===== src/rtl/scan_sequencer.sv =====
// Scan sequencer: steps a 4-bit decoder select code up or down once every TICK_DIV
// cycles, from its loaded value until it reaches a latched terminal code.
module scan_sequencer #(
    parameter int TICK_DIV = 4
) (
    input  logic       clk,
    input  logic       rst,
    input  logic       start,
    input  logic       dir,
    input  logic       load,
    input  logic [3:0] load_val,
    input  logic [3:0] stop_val,
    input  logic       halt,
    output logic       e,
    output logic       x,
    output logic       y,
    output logic       z,
    output logic       active,
    output logic       done
);
    localparam int PW = (TICK_DIV > 1) ? $clog2(TICK_DIV) : 1;
    localparam logic [PW-1:0] PRE_TOP = PW'(TICK_DIV - 1);

    typedef enum logic [1:0] {
        IDLE = 2'd0,
        RUN  = 2'd1,
        DONE = 2'd2
    } state_t;

    state_t        r_state;
    state_t        w_state_nxt;
    logic [3:0]    r_cnt;
    logic [3:0]    w_cnt_nxt;
    logic [3:0]    w_step;
    logic [PW-1:0] r_pre;
    logic [PW-1:0] w_pre_nxt;
    logic          r_dir_q;
    logic          w_dir_nxt;
    logic [3:0]    r_stop_q;
    logic [3:0]    w_stop_nxt;

    // The 4-bit arithmetic gives the modulo-16 wrap in both directions.
    assign w_step = r_dir_q ? (r_cnt - 4'd1) : (r_cnt + 4'd1);

    // State and datapath registers.
    always_ff @(posedge clk or posedge rst) begin
        if (rst) begin
            r_state  <= IDLE;
            r_cnt    <= 4'd0;
            r_pre    <= {PW{1'b0}};
            r_dir_q  <= 1'b0;
            r_stop_q <= 4'd0;
        end else begin
            r_state  <= w_state_nxt;
            r_cnt    <= w_cnt_nxt;
            r_pre    <= w_pre_nxt;
            r_dir_q  <= w_dir_nxt;
            r_stop_q <= w_stop_nxt;
        end
    end

    // Next-state and datapath update logic.
    always_comb begin
        w_state_nxt = r_state;
        w_cnt_nxt   = r_cnt;
        w_pre_nxt   = r_pre;
        w_dir_nxt   = r_dir_q;
        w_stop_nxt  = r_stop_q;
        case (r_state)
            IDLE: begin
                if (load) begin
                    w_cnt_nxt = load_val;
                end else if (start) begin
                    w_state_nxt = RUN;
                    w_pre_nxt   = {PW{1'b0}};
                    w_dir_nxt   = dir;
                    w_stop_nxt  = stop_val;
                end else begin
                    w_state_nxt = IDLE;
                end
            end
            RUN: begin
                // Halt wins over a coincident tick so an abort never moves the code.
                if (halt) begin
                    w_state_nxt = IDLE;
                    w_pre_nxt   = {PW{1'b0}};
                end else if (r_pre == PRE_TOP) begin
                    w_pre_nxt = {PW{1'b0}};
                    w_cnt_nxt = w_step;
                    if (w_step == r_stop_q) begin
                        w_state_nxt = DONE;
                    end else begin
                        w_state_nxt = RUN;
                    end
                end else begin
                    w_pre_nxt = r_pre + PW'(1);
                end
            end
            DONE: begin
                w_state_nxt = IDLE;
            end
            default: begin
                w_state_nxt = IDLE;
            end
        endcase
    end

    assign e      = r_cnt[3];
    assign x      = r_cnt[2];
    assign y      = r_cnt[1];
    assign z      = r_cnt[0];
    assign active = (r_state == RUN);
    assign done   = (r_state == DONE);

endmodule


===== config.mk =====
export PLATFORM = sky130hd
export DESIGN_NAME = scan_sequencer
export DESIGN_NICKNAME = d
export VERILOG_FILES = /design/src/rtl/scan_sequencer.sv
export SDC_FILE = /design/constraint.sdc
export NUM_CORES = 1
export LEC_CHECK = 0
export ABC_AREA = 0
export CORE_UTILIZATION = 45
export DETAILED_ROUTE_END_ITERATION = 12
export GPL_TIMING_DRIVEN = 0
export PLACE_DENSITY = 0.83
export SKIP_LAST_GASP = 1
export SYNTH_ARGS = -nofsm -noshare
export SYNTH_HDL_FRONTEND = slang
export SYNTH_SLANG_ARGS = --single-unit

===== constraint.sdc =====
create_clock -name clk -period 2.5 [get_ports clk]
set_clock_uncertainty 0.15 [all_clocks]
set_input_delay 0.25 -clock clk [delete_from_list [all_inputs] [get_ports clk]]
set_output_delay 0.25 -clock clk [all_outputs]
set_load 0.03 [all_outputs]

==> results.py <==
metrics = {
    "power_and_ir_drop": {
        "combPwrFrac_pct": 61.0,
        "switching_share_pct": 43.2,
        "ir_drop_v": 0.000818,
        "p_total_mw": 1.37,
        "p_int_uw": 778,
        "clkPwrFrac_pct": 9.9,
        "power_density_mw_per_mm2": 1330,
        "power_frac_seq_pct": 29.0,
        "switchingPower_uw": 592,
        "cellLeakagePower_nw": 0.451,
    },
    "critical_path": {
        "start_kind": "flip-flop",
        "critical_path_arrival_ns": 1.84,
        "worstPathCellList": "buf_2 > nor2b_1 > buf_2 > clkdlybuf4s50_1",
        "end_kind": "output pin",
        "crit_fanout": 9,
        "cp_slowest_stage_delay_ns": 0.70,
        "critPathRequiredTime_ns": 2.10,
        "cpLargestDelayFamily": "buffers and inverters",
        "cp_slowest_cell": "clkdlybuf4s50_1",
        "critPathKind": "reg2out",
        "crit_path_frequent_cell": "buf_2",
        "crit_buf_inv": 3,
    },
    "grt": {
        "antenna_found_initial": 0,
        "grt_pass1_wl_mm": 2.84,
        "overflow": 0,
        "grt_usage_pct": 21.5,
        "grt_max_degree": 14,
        "grt_pass1_vias": 665,
    },
    "floorplan": {
        "die-height_um": 44.1,
        "dieArea_mm2": 0.00194,
        "num_rows": 14,
        "floorplan.initialDensity_pct": 50.5,
        "core_area_mm2": 0.00158,
        "ios": 20,
        "die_w_um": 44.1,
    },
    "sta": {
        "period_share_pct": 89.7,
        "slew_viol_final": 0,
        "tightest_slew_ns": 0.481,
        "setup_tns_ns": 0,
        "setup_viol": 0,
        "rsz0062_at_grt": "false",
        "fin_ws_ns": 0.259,
        "min_period_ns": 2.24,
        "slew_headroom_pct": 67.9,
        "max_clock_freq_ghz": 0.446,
        "finalHoldViolCount": 0,
    },
    "synthesis": {
        "netlist.area_leader.share_pct": 40.9,
        "avgSynthCellArea_um2": 10.5,
        "synth_top_cell_by_area": "dfrtp_1",
        "synthFlopType": "dfrtp_1",
        "syn_area_um2": 796,
        "yosysWarnings": 0,
        "synth-async-reset-ratio_pct": 100,
        "syn_inst": 76,
        "yosysSeqAreaShare_pct": 40.9,
        "synth_edf_count": 0,
        "synthTopCellsByArea": "dfrtp_1 (41%), mux2_2 (7.1%), ha_1 (4.7%)",
        "synth_cell_types": 32,
        "synth_seq_cells": 13,
        "syn-num-nets": 94,
    },
    "finish": {
        "final_common_cell": "clkdlybuf4s50_1",
        "layout_common_cells": "clkdlybuf4s50_1 (19), dfrtp_1 (13)",
        "final_nets": 118,
        "drive_gt1_share_pct": 15.2,
        "syn2layout_area_growth_pct": 29.7,
        "antenna_cells": 0,
        "final.fill_count": 137,
    },
    "route": {
        "drt_iter0_drc": 13,
        "drtPass1Iterations": 6,
        "totalWireLength_mm": 1.56,
        "via_per_inst": 5.77,
        "drc": 0,
        "vias": 663,
        "wire_per_inst_um": 13.5,
        "final_antenna_net_count": 0,
    },
    "clocking": {
        "cts-root-buf": "clkbuf_4",
        "cts_buffer_depth": 2,
        "cts_setup_buffers": 0,
        "insertion_delay_ns": 0.29,
        "clkTransAtPathRegs_ns": 0.08,
        "cts_tree": "yes",
        "hold_buffers": 0,
        "cts_inserted_buffers": 3,
        "htree_levels": 1,
        "cts.sinks": 13,
        "postCtsResizedCells": 0,
    },
    "outcome": {
        "status": "finished clean",
    },
    "placement": {
        "io_buffers": 19,
        "dp_slack_ns": 0.571,
        "place.gp.congestion": 0.758,
        "dpl.hpwl_mm": 1.19,
    },
    "flow_run": {
        "drv_cap": 0,
    },
    "min_path": {
        "hp-class": "in2async",
    },
}
path summary, 6_finish.rpt:
check	from	end	slack [ns]	cells after the start
min	rst	r_dir_q	0.12	2
min reg2reg	r_pre[1]	r_pre[1]	0.36	1
min in group clk	r_pre[1]	r_pre[1]	0.36	1
max	r_state[0]	active	0.26	4
max reg2reg	r_dir_q	r_cnt[3]	0.60	5
max in group asynchronous	rst	r_cnt[3]	1.76	2
per-layer routing:
metal,vias up,global-route usage [%],wire (um)
met5,-,0,0
met4,0,16.4,65
met3,5,5.31,71
met2,21,33.8,766
met1,320,25.0,654
li1,317,-,-
state kept, by name (all words and copies together) (netlist names):
register  cells
r_cnt         4
r_stop_q      4
r_dir_q       1
r_state       2
r_pre         2
cell type report:
type / instances / area [um^2] / area share (%)
Tap cell: 16 / 20.0 / 1.94
Multi-Input combinational cell: 57 / 445 / 43.2
Sequential cell: 13 / 325 / 31.5
Buffer: 2 / 10.0 / 0.970
Inverter: 4 / 15.0 / 1.45
Clock buffer: 4 / 26.3 / 2.55
Timing Repair Buffer: 19 / 190 / 18.4
through the flow:
step / cells / utilization (%) / hold slack (ns) / area [um^2]
finish: 115 / 65.5 / 0.120 / 1030
global route: 115 / 65.5 / 0.172 / 1030
CTS: 115 / 65.5 / 0.122 / 1030
detailed placement: 111 / 63.8 / 0.343 / 1010
global placement: 111 / 63.8 / 0.331 / 1010
floorplan: 76 / - / -0.0230 / 796
synth_stat cells, types with 2 or more instances:
cell and n:
xor2_1 2, nor2_1 5, a21o_1 2, dfrtp_1 13, nand2_1 5, nor2b_1 3
o21ai_0 5, a21oi_1 4, xnor2_1 2, inv_1 4, nand2b_1 3, buf_2 2
mux2_2 5, ha_1 3
cells by family after synthesis:
group | Yosys count | synth area share [%]
AO/OA/AOI/OAI | 18 | 15.6
flip-flops | 13 | 40.9
AND/OR/NAND/NOR | 24 | 17.6
multiplexers | 6 | 8.33
buffers and inverters | 6 | 3.14
XOR/XNOR | 5 | 7.23
adder cells (fa/ha/maj) | 4 | 7.23
power by group through the flow:
stage               Sequential [mW]  Clock, mW  Combinational [mW]
global route                  0.410      0.150               0.933
floorplan                     0.444          0               0.576
finish                        0.398      0.136               0.837
detailed placement            0.403          0               0.840
CTS                           0.398      0.145               0.843
global placement              0.393          0               0.804
No activity file was read; power rests on OpenSTA's default activity.
